==> src/rtl/pwm_multi_ch.sv <==
// Multi-channel PWM generator with one shared period counter.
// Each channel has a shadow duty (written by load or by edge-detected,
// saturating inc/dec requests) and an active duty that is refreshed from
// the shadow only at a period boundary, so a duty change never produces a
// partial period. Edge-aligned and center-aligned counting are supported.
module pwm_multi_ch #(
    parameter int WIDTH     = 8,
    parameter int CHANNELS  = 4,
    parameter int STEP      = 1,
    parameter int DUTY_INIT = 2 ** (WIDTH - 1),
    localparam int SEL_W    = (CHANNELS > 1) ? $clog2(CHANNELS) : 1
) (
    input  logic                clk,
    input  logic                rst,
    input  logic                en,
    input  logic                center,
    input  logic [CHANNELS-1:0] duty_inc,
    input  logic [CHANNELS-1:0] duty_dec,
    input  logic                load,
    input  logic [SEL_W-1:0]    ch_sel,
    input  logic [WIDTH-1:0]    duty_in,
    output logic [CHANNELS-1:0] PWM_out,
    output logic                period_start
);

    localparam logic [WIDTH-1:0] MAX      = {WIDTH{1'b1}};
    localparam logic [WIDTH:0]   MAX_EXT  = {1'b0, MAX};
    localparam logic [WIDTH:0]   STEP_EXT = (WIDTH + 1)'(STEP);
    localparam logic [WIDTH-1:0] STEP_W   = WIDTH'(STEP);
    localparam logic [WIDTH-1:0] INIT_W   = WIDTH'(DUTY_INIT);
    localparam logic [WIDTH-1:0] ONE_W    = WIDTH'(1);

    // Shared counter state
    logic [WIDTH-1:0] cnt_reg, cnt_next;
    logic             dir_up_reg, dir_up_next;
    logic             mode_reg, mode_next;      // 1 = center-aligned
    logic             boundary;

    // Request edge detection
    logic [CHANNELS-1:0] inc_prev_reg, dec_prev_reg;
    logic [CHANNELS-1:0] inc_edge, dec_edge;

    logic period_start_reg;

    // A boundary is the cnt==0 cycle on the way up; it starts every period.
    assign boundary = (cnt_reg == '0) && dir_up_reg;
    assign inc_edge = duty_inc & ~inc_prev_reg;
    assign dec_edge = duty_dec & ~dec_prev_reg;

    // Next counter value, direction and latched mode.
    // At a boundary cnt is 0 and both modes step to 1, so the mode used for
    // stepping can be the latched one even on the cycle the mode changes.
    always_comb begin
        cnt_next    = cnt_reg;
        dir_up_next = dir_up_reg;
        mode_next   = mode_reg;
        if (!en) begin
            cnt_next    = '0;
            dir_up_next = 1'b1;
            mode_next   = center;
        end else begin
            if (boundary) begin
                mode_next = center;
            end
            if (!mode_reg) begin
                cnt_next = cnt_reg + ONE_W;
            end else if (dir_up_reg) begin
                if (cnt_reg == MAX) begin
                    if (MAX == ONE_W) begin
                        cnt_next = '0;
                    end else begin
                        cnt_next    = MAX - ONE_W;
                        dir_up_next = 1'b0;
                    end
                end else begin
                    cnt_next = cnt_reg + ONE_W;
                end
            end else begin
                if (cnt_reg == ONE_W) begin
                    cnt_next    = '0;
                    dir_up_next = 1'b1;
                end else begin
                    cnt_next = cnt_reg - ONE_W;
                end
            end
        end
    end

    // Counter, mode, request history and period pulse registers.
    always_ff @(posedge clk) begin
        if (rst) begin
            cnt_reg          <= '0;
            dir_up_reg       <= 1'b1;
            mode_reg         <= 1'b0;
            inc_prev_reg     <= '0;
            dec_prev_reg     <= '0;
            period_start_reg <= 1'b0;
        end else begin
            cnt_reg          <= cnt_next;
            dir_up_reg       <= dir_up_next;
            mode_reg         <= mode_next;
            inc_prev_reg     <= duty_inc;
            dec_prev_reg     <= duty_dec;
            period_start_reg <= en && boundary;
        end
    end

    assign period_start = period_start_reg;

    generate
        for (genvar gi = 0; gi < CHANNELS; gi++) begin : g_ch
            logic [WIDTH-1:0] shadow_reg, shadow_next;
            logic [WIDTH-1:0] active_reg, active_next;
            logic [WIDTH-1:0] duty_cmp;
            logic [WIDTH:0]   inc_sum;
            logic             load_hit;
            logic             pwm_reg;

            // Out-of-range ch_sel values never equal any channel index.
            assign load_hit = load && (ch_sel == SEL_W'(gi));
            assign inc_sum  = {1'b0, shadow_reg} + STEP_EXT;

            // Shadow duty: load wins, opposing edges cancel, steps saturate.
            always_comb begin
                shadow_next = shadow_reg;
                if (load_hit) begin
                    shadow_next = duty_in;
                end else if (inc_edge[gi] && dec_edge[gi]) begin
                    shadow_next = shadow_reg;
                end else if (inc_edge[gi]) begin
                    shadow_next = (inc_sum > MAX_EXT) ? MAX : inc_sum[WIDTH-1:0];
                end else if (dec_edge[gi]) begin
                    shadow_next = ({1'b0, shadow_reg} >= STEP_EXT) ? (shadow_reg - STEP_W) : '0;
                end
            end

            // Active duty follows the shadow at boundaries, or continuously
            // while stopped. The boundary cycle already compares against the
            // incoming value so the whole new period uses the new duty.
            always_comb begin
                active_next = active_reg;
                if (!en || boundary) begin
                    active_next = shadow_reg;
                end
                duty_cmp = boundary ? shadow_reg : active_reg;
            end

            // Per-channel duty registers and registered output.
            always_ff @(posedge clk) begin
                if (rst) begin
                    shadow_reg <= INIT_W;
                    active_reg <= INIT_W;
                    pwm_reg    <= 1'b0;
                end else begin
                    shadow_reg <= shadow_next;
                    active_reg <= active_next;
                    pwm_reg    <= en && (cnt_reg < duty_cmp);
                end
            end

            assign PWM_out[gi] = pwm_reg;
        end
    endgenerate

endmodule

==> config.mk <==
export PLATFORM = sky130hd
export DESIGN_NAME = pwm_multi_ch
export DESIGN_NICKNAME = d
export VERILOG_FILES = /design/src/rtl/pwm_multi_ch.sv
export SDC_FILE = /design/constraint.sdc
export NUM_CORES = 1
export LEC_CHECK = 0
export CORE_MARGIN = 5
export CORE_UTILIZATION = 25
export DETAILED_ROUTE_END_ITERATION = 10
export GPL_TIMING_DRIVEN = 0
export PLACE_DENSITY_LB_ADDON = 0.08
export SETUP_SLACK_MARGIN = 0.4
export SKIP_LAST_GASP = 1
export SYNTH_ARGS = -nofsm -noshare
export SYNTH_HDL_FRONTEND = slang
export SYNTH_SLANG_ARGS = --single-unit
export TNS_END_PERCENT = 20
==> constraint.sdc <==
create_clock -name clk -period 2.8 [get_ports clk]
set_input_delay 0.56 -clock clk [delete_from_list [all_inputs] [get_ports clk]]
set_output_delay 0.56 -clock clk [all_outputs]
set_load 0.02 [all_outputs]
==> run_results.csv, run 1 <==
group,metric,value,unit
status,status,"finished clean",
setup_path,endpoint,"g_ch[0].pwm_reg",
grt,grt_max_degree,14,
route,drcViolationCount,0,
setup_path,r2r_start,"cnt_reg[4]",
placement,port_buffers,26,
grt,overflow,0,
placement,place_hpwl,16800,um
yosys,ys.warnings.count,0,
floorplanning,fp.dieW,172,um
layout,final_common_cell,"nand2_1",
yosys,synthDistinctLibCells,70,
clock_tree,cts_tree,"yes",
yosys,syn_nets,936,
clock_tree,cts-buffers-inserted,9,
job,cap_violations,0,
power,ir_worst_vdd,271,uV
setup_path,crit_type,"flop to flop",
power,p_leak,3.01,nW
yosys,yosysSeqAreaShare,0.266,
route,drt_iter0_drc,328,
yosys,async_flop_share,0,
floorplanning,boundaryPins,28,
layout,area_growth_syn_to_layout,20.8,%
clock_tree,insertion_delay,0.35,ns
layout,drive_gt1_frac,0.126,
setup_path,cp.required,3.06,ns
clock_tree,cts-root-buf,"clkbuf_16",
setup_path,worstPathCellList,"buf_6 > nor4_4 > nand4_4 > buf_12 > buf_12 > mux2i_2 > ha_1 > a21o_1 > a211oi_2 > nand3_1 > a31oi_2",
sta,finalHoldViolations,0,
yosys,avgSynthCellArea,7.57,um2
floorplanning,die_y,172,um
grt,grt_first_pass_wirelength,35900,um
setup_path,worstPathArrival,2.82,ns
route,wl_per_cell,18.1,um
sta,fin_crit_sh,0.913,
floorplanning,initial_utilization,0.253,
route,drt-total-wl,22900,um
grt,grt_usage,0.155,
placement,place_congestion,0.803,
sta,timing.slew.headroom,0.535,
route,via_per_inst,5.12,
floorplanning,core,0.0259,mm2
floorplanning,rows,59,
sta,finalSetupViolations,0,
setup_path,worst_path_largest_cell_delay,0.36,ns
yosys,syn_area,0.00655,mm2
sta,fin_crit,2.56,ns
yosys,synth_ff_type,"dfxtp_1",
placement,placed_area,0.00726,mm2
sta,tns,0,ns
setup_path,r2r_end,"g_ch[0].pwm_reg",
grt,grt_pass1_vias,6203,
clock_tree,clkTransAtPathRegs,0.07,ns
min_path,hp-class,"flop to flop",
layout,design_area,0.00792,mm2
route,detail-route-antenna-nets,0,
setup_path,cp_slowest_cell,"dfxtp_4",
setup_path,path_max_fanout,7,
route,vias,6474,
yosys,synth_edf_count,0,
clock_tree,clk_path_buf_depth,2,
layout,mostFrequentLayoutCells,"nand2_1 (120), nor2_1 (79), a21oi_1 (79), dfxtp_1 (79), ha_1 (45)",
setup_path,endpoint_kind,"flop",
clock_tree,numClockSinks,87,
layout,nNetsFinal,995,
sta,skew,0.00992,ns
power,power_density,540,mW/mm2
yosys,syn-instance-count,866,
sta,maxSlewViolCount,0,
route,dr.pass1.iters,6,
setup_path,cp_common_cell,"buf_12",
clock_tree,hold_buffers,0,
sta,clock.fmax,391,MHz
setup_path,startpoint,"cnt_reg[4]",
yosys,ys_seq_elements,87,
sta,tightest_slew,0.698,ns
floorplanning,dieArea,0.0295,mm2
setup_path,reg2regPathDepth,11,
sta,grt_setup_unrepaired,"yes",
setup_path,start_kind,"flop",
grt,antenna_found_initial,0,
min_path,hold-path-cell-count,2,
layout,n_antenna_cell,0,
setup_path,regToRegSetupSlack,0.24,ns
clock_tree,cts-htree-levels,3,
[worst min path at each step]
stage / end / start
floorplan: g_ch[0].active_reg[0] / g_ch[0].active_reg[0]
global placement: g_ch[0].active_reg[2] / g_ch[0].active_reg[2]
detailed placement: g_ch[0].active_reg[0] / g_ch[0].active_reg[0]
CTS: g_ch[0].active_reg[0] / g_ch[0].active_reg[0]
global route: g_ch[2].active_reg[4] / g_ch[2].active_reg[4]
finish: g_ch[0].active_reg[0] / g_ch[0].active_reg[0]
[cell families after synthesis]
family | Yosys count | share of synthesized area
fa+ha+maj | 47 | 0.0897
simple gates | 355 | 0.271
buf+inv | 91 | 0.0594
mux | 32 | 0.0491
flops | 87 | 0.266
xor+xnor | 28 | 0.0374
compound gates | 226 | 0.228
[cells in the mapped netlist, drive strengths merged (13+ instances only)]
library cell	number	share of area
nand4	17	0.017
xnor2	18	0.024
a211oi	15	0.017
nor3	27	0.023
inv	19	0.011
nand2	121	0.070
ha	47	0.090
o211ai	13	0.015
dfxtp	87	0.27
clkbuf	42	0.024
nand3	24	0.018
nor2b	23	0.022
o21ai	30	0.023
nor2	81	0.047
a21oi	79	0.060
mux2i	31	0.047
buf	30	0.024
a31oi	16	0.015
[metal layers]
metal  share of wire  vias to the layer above  global-route usage
met5               0                        -                   0
met4           0.011                        0              0.0328
met3           0.030                       17              0.0210
met2            0.48                      126               0.260
met1            0.48                     3078               0.214
li1                -                     3253                   -
[where the power goes]
group	switching, mW	internal, mW
Clock	0.552	0.669
Combinational	0.944	0.659
Sequential	0.0909	1.36
Total	1.59	2.69
[critical path, delay by kind of cell (launching register included)]
family / cells / cell delay (ns)
multiplexers: 1 / 0.14
AND/OR/NAND/NOR: 3 / 0.61
adder cells (fa/ha/maj): 1 / 0.33
buffers and inverters: 3 / 0.45
AO/OA/AOI/OAI: 3 / 0.58
flip-flops: 1 / 0.36
[what timing repair did]
action | in CTS | in global routing
setup endpoints to repair | 42 | 44
resized for setup | 35 | 17
setup buffers | 12 | 10
pin swaps | 8 | 5
[metrics by stage]
| stage | worst slack, ns | hold WS (ns) | utilization | std cells | total power [mW] |
|---|---|---|---|---|---|
| after detailed placement | -0.318 | 0.443 | 0.280 | 1227 | 2.99 |
| after global placement | -0.319 | 0.440 | 0.280 | 1227 | 3.01 |
| after floorplan | 0.419 | 0.432 | - | 866 | 2.56 |
| final | 0.244 | 0.453 | 0.305 | 1264 | 4.28 |
| after CTS | 0.262 | 0.452 | 0.300 | 1254 | 4.31 |
| after global routing | 0.162 | 0.480 | 0.305 | 1264 | 4.57 |
[area by class of cell]
type	count	area, um2
inverter	19	75.1
timing repair buffer	48	438
sequential	87	1760
clock buffer	12	267
tap	335	419
multi-input combinational	688	4550
buffer	72	382
fill	2787	18000
clock inverter	3	17.5
(Power assumes the default switching activity.)
==> run 2: changes to the inputs <==
- CORE_MARGIN: 5 -> 10
- GPL_ROUTABILITY_DRIVEN: not set -> 0
==> run_results.csv, run 2 (synthesis gave the netlist of run 1 again) <==
group,metric,value,unit
clock_tree,numClockSinks,87,
setup_path,cp_slowest_cell,"dfxtp_4",
floorplanning,rows,59,
floorplanning,initial_utilization,0.253,
power,power.switching,1.58,mW
route,drcViolationCount,0,
layout,nFillCells,2805,
grt,antenna_found_initial,0,
floorplanning,core,0.0259,mm2
sta,skew,0.00808,ns
min_path,hp-class,"flop to flop",
layout,final_common_cell,"nand2_1",
power,p_leak,3.06,nW
clock_tree,cts-htree-levels,3,
power,p_clk_frac,0.321,
clock_tree,cts-root-buf,"clkbuf_16",
sta,finalSetupViolations,0,
sta,timing.slew.headroom,0.457,
min_path,hold-path-cell-count,2,
route,dr.pass1.iters,5,
min_path,min-delay-start,"g_ch[2].active_reg[4]",
floorplanning,boundaryPins,28,
setup_path,start_kind,"flop",
sta,clock.fmax,415,MHz
setup_path,endpoint_kind,"flop",
grt,overflow,0,
route,wl_per_cell,18.2,um
floorplanning,dieArea,0.0331,mm2
grt,grt_first_pass_wirelength,36400,um
grt,grt_usage,0.136,
setup_path,cp_common_cell,"buf_12",
setup_path,reg2regPathDepth,11,
floorplanning,die_y,182,um
route,drt-total-wl,23100,um
grt,grt_max_degree,14,
status,status,"finished clean",
setup_path,regToRegSetupSlack,0.39,ns
setup_path,r2r_start,"cnt_reg[5]",
sta,finalHoldViolations,0,
setup_path,startpoint,"cnt_reg[5]",
placement,port_buffers,26,
route,vias,6524,
setup_path,path_max_fanout,6,
grt,grt_pass1_vias,6404,
power,power_density,560,mW/mm2
clock_tree,hold_buffers,0,
setup_path,worst_path_largest_cell_delay,0.35,ns
route,detail-route-antenna-nets,0,
sta,grt_setup_unrepaired,"yes",
layout,drive_gt1_frac,0.141,
sta,holdWs,0.452,ns
setup_path,worstPathCellList,"buf_8 > nor4_4 > nand4_4 > buf_12 > buf_12 > mux2i_4 > ha_4 > a21o_1 > a211oi_2 > nand3_1 > a31oi_2",
power,ir_worst_vdd,236,uV
floorplanning,fp.dieW,182,um
sta,tightest_slew,0.815,ns
placement,place_hpwl,16800,um
setup_path,crit_type,"flop to flop",
layout,n_antenna_cell,0,
placement,place_inst,1227,
clock_tree,cts-buffers-inserted,9,
setup_path,cp.required,3.06,ns
setup_path,r2r_end,"g_ch[2].pwm_reg",
power,p_int,2.96,mW
sta,fin_crit_sh,0.860,
route,via_per_inst,5.14,
power,power_frac_comb,0.359,
layout,nNetsFinal,1001,
layout,area_growth_syn_to_layout,23.7,%
job,cap_violations,0,
clock_tree,clk_path_buf_depth,2,
clock_tree,insertion_delay,0.35,ns
route,drt_iter0_drc,437,
power,seq_power_share,0.320,
min_path,worstHoldEndpoint,"g_ch[2].active_reg[4]",
setup_path,cp_top_family,"simple AND/OR/NAND/NOR gates",
layout,stdcell_count,1270,
clock_tree,cts_tree,"yes",
setup_path,worstPathArrival,2.67,ns
sta,fin_crit,2.41,ns
setup_path,path_buf_inv,3,
sta,maxSlewViolCount,0,
power,switching_share,0.348,
layout,mostFrequentLayoutCells,"nand2_1 (120), a21oi_1 (79), nor2_1 (78), dfxtp_1 (78), ha_1 (41)",
clock_tree,clkTransAtPathRegs,0.07,ns
## run 2: per-layer routing
layer  track usage  part of all wire  vias to the layer above
li1              -                 -                     3264
met3        0.0237             0.030                       17
met1         0.177              0.48                     3137
met4        0.0351             0.016                        0
met5             0                 0                        -
met2         0.227              0.47                      106
## run 2: stage by stage
stage | setup WS [ns] | utilization | power [mW] | area, um2 | setup TNS, ns
finish | 0.392 | 0.313 | 4.54 | 8100 | 0
global route | 0.229 | 0.313 | 4.85 | 8100 | 0
CTS | 0.334 | 0.303 | 4.53 | 7850 | 0
detailed placement | -0.287 | 0.280 | 2.99 | 7260 | -1.10
global placement | -0.291 | 0.280 | 3.01 | 7260 | -1.32
floorplan | 0.419 | - | 2.56 | 6580 | 0
## run 2: power groups by stage
stage,clock network [mW],logic (mW),registers [mW]
final,1.46,1.63,1.45
after global routing,1.56,1.82,1.47
after CTS,1.52,1.57,1.45
after detailed placement,0,1.51,1.48
after global placement,0,1.53,1.48
after floorplan,0,1.11,1.46
## run 2: layout make-up
type | instances | area (um2) | area share
inverter | 19 | 75.1 | 0.00926
sequential | 87 | 1770 | 0.218
tap | 335 | 419 | 0.0517
multi-input combinational | 688 | 4620 | 0.570
buffer | 72 | 387 | 0.0477
clock inverter | 3 | 90.1 | 0.0111
timing repair buffer | 54 | 490 | 0.0605
clock buffer | 12 | 256 | 0.0317
## run 2: how the worst max path moves through the flow
stage	to	slack, ns	depth (start not counted)
after floorplan	g_ch[3].pwm_reg	0.42	11
after global placement	g_ch[0].pwm_reg	-0.29	11
after detailed placement	g_ch[3].pwm_reg	-0.29	12
after CTS	g_ch[0].pwm_reg	0.33	11
after global routing	g_ch[1].pwm_reg	0.23	11
final	g_ch[2].pwm_reg	0.39	11
## run 2: worst min-delay path: stages (launching register included)
cell,delay [ns]
dfxtp_1,0.31
nand2_1,0.05
a21oi_1,0.05
## run 2: repair_timing
action / 4_1_cts / 5_1_grt
gates resized for setup: 40 / 27
endpoints found under the hold margin: 0 / 0
buffers inserted: 15 / 13
pin swaps: 12 / 21
endpoints found under the setup margin: 30 / 42
==> run 3: changes to the inputs <==
- PLACE_DENSITY: not set -> 0.4
- PLACE_DENSITY_LB_ADDON: 0.08 -> not set
==> run_results.csv, run 3 (synthesis gave the netlist of run 1 again) <==
group,metric,value,unit
floorplanning,die_y,182,um
clock_tree,cts-root-buf,"clkbuf_16",
clock_tree,numClockSinks,87,
floorplanning,core,0.0259,mm2
clock_tree,cts-buffers-inserted,9,
placement,place_hpwl,16300,um
sta,skew,0.00597,ns
sta,grt_setup_unrepaired,"yes",
setup_path,regToRegSetupSlack,0.35,ns
power,p_clk_frac,0.337,
grt,grt_pass1_vias,6321,
route,drcViolationCount,0,
power,ir_worst_vdd,272,uV
grt,overflow,0,
route,detail-route-antenna-nets,0,
min_path,hp-class,"flop to flop",
power,p_int,3.03,mW
route,via_per_inst,5.10,
floorplanning,initial_utilization,0.253,
setup_path,reg2regPathDepth,12,
placement,port_buffers,26,
power,power.switching,1.61,mW
layout,final_common_cell,"nand2_1",
sta,tightest_slew,0.802,ns
sta,fin_crit,2.45,ns
setup_path,endpoint_kind,"flop",
clock_tree,insertion_delay,0.36,ns
sta,finalHoldViolations,0,
placement,post-place-ws,-0.252,ns
power,p_leak,3.04,nW
power,seq_power_share,0.314,
clock_tree,clkTransAtPathRegs,0.07,ns
clock_tree,cts_tree,"yes",
route,drt-total-wl,22300,um
setup_path,endpoint,"g_ch[3].pwm_reg",
layout,area_growth_syn_to_layout,23.2,%
sta,fin_crit_sh,0.877,
grt,grt_usage,0.133,
sta,fin_ws,0.346,ns
grt,grt_max_degree,15,
route,vias,6441,
setup_path,r2r_start,"cnt_reg[4]",
grt,antenna_found_initial,0,
layout,nNetsFinal,994,
floorplanning,boundaryPins,28,
clock_tree,cts-htree-levels,3,
route,dr.pass1.iters,5,
job,cap_violations,0,
power,power_frac_comb,0.349,
power,switching_share,0.348,
floorplanning,rows,59,
clock_tree,hold_buffers,0,
setup_path,crit_type,"flop to flop",
layout,nFillCells,2795,
route,wl_per_cell,17.6,um
floorplanning,fp.dieW,182,um
setup_path,worstPathArrival,2.74,ns
sta,maxSlewViolCount,0,
setup_path,start_kind,"flop",
layout,final_util,0.312,
layout,stdcell_count,1264,
sta,finalSetupViolations,0,
grt,grt_first_pass_wirelength,35400,um
setup_path,path_max_fanout,6,
layout,mostFrequentLayoutCells,"nand2_1 (120), dfxtp_1 (79), nor2_1 (78), a21oi_1 (78), ha_1 (42)",
setup_path,startpoint,"cnt_reg[4]",
placement,place_inst,1227,
floorplanning,dieArea,0.0331,mm2
setup_path,cp.required,3.09,ns
setup_path,r2r_end,"g_ch[3].pwm_reg",
route,drt_iter0_drc,403,
clock_tree,clk_path_buf_depth,2,
sta,timing.slew.headroom,0.465,
power,power_density,575,mW/mm2
status,status,"finished clean",
layout,drive_gt1_frac,0.132,
sta,clock.fmax,407,MHz
layout,n_antenna_cell,0,
-- run 3: worst max-delay path, stage by stage, from the launching register on --
cell and delay [ns]:
dfxtp_4 0.35, buf_6 0.12, nor4_4 0.33, nand4_4 0.17, buf_12 0.18, buf_12 0.13
buf_6 0.12, mux2i_4 0.18, ha_2 0.20, a21o_1 0.18, a211oi_2 0.17, nand3_1 0.10
a31oi_1 0.14
-- run 3: power by group through the flow --
| stage | Clock (mW) | Sequential (mW) | Combinational (mW) |
|---|---|---|---|
| 2_1_floorplan | 0 | 1.46 | 1.11 |
| 6_report | 1.56 | 1.46 | 1.62 |
| 3_5_place_dp | 0 | 1.48 | 1.50 |
| 3_3_place_gp | 0 | 1.48 | 1.52 |
| 5_1_grt | 1.65 | 1.47 | 1.80 |
| 4_1_cts | 1.61 | 1.45 | 1.57 |
-- run 3: worst min-delay path by stage --
stage	start	endpoint	slack [ns]	cells after the start
4_1_cts	g_ch[1].active_reg[4]	g_ch[1].active_reg[4]	0.45	2
5_1_grt	g_ch[1].active_reg[3]	g_ch[1].active_reg[3]	0.47	2
3_3_place_gp	g_ch[1].active_reg[4]	g_ch[1].active_reg[4]	0.44	2
3_5_place_dp	g_ch[2].active_reg[5]	g_ch[2].active_reg[5]	0.44	2
6_report	g_ch[1].active_reg[3]	g_ch[1].active_reg[3]	0.45	2
2_1_floorplan	g_ch[0].active_reg[0]	g_ch[0].active_reg[0]	0.43	2
-- run 3: stage by stage --
stage | hold slack, ns | TNS, ns | total power, mW | instance area [um2]
floorplan | 0.432 | 0 | 2.56 | 6580
global placement | 0.438 | -1.10 | 3.00 | 7260
detailed placement | 0.444 | -0.829 | 2.98 | 7260
CTS | 0.453 | 0 | 4.63 | 7900
global route | 0.469 | 0 | 4.93 | 8070
finish | 0.452 | 0 | 4.64 | 8070
-- run 3: layout make-up --
class | instances | area (um2) | share of cell area
Buffer | 72 | 384 | 0.0476
Timing Repair Buffer | 47 | 425 | 0.0527
Tap cell | 335 | 419 | 0.0519
Clock inverter | 5 | 129 | 0.0160
Multi-Input combinational cell | 688 | 4630 | 0.574
Inverter | 19 | 77.6 | 0.00961
Clock buffer | 11 | 243 | 0.0301
Sequential cell | 87 | 1760 | 0.218
-- run 3: metal layers --
metal  GRT usage  part of all wire  vias to the layer above
met5           0                 0                        -
met3      0.0258             0.034                       23
met1       0.175              0.49                     3045
met4      0.0358             0.017                        0
met2       0.216              0.46                      113
li1            -                 -                     3260
-- run 3: what timing repair did --
action,in CTS,in global routing
buffers inserted,15,6
endpoints found under the hold margin,0,0
pin swaps,7,14
endpoints found under the setup margin,32,51
gates resized for setup,36,29
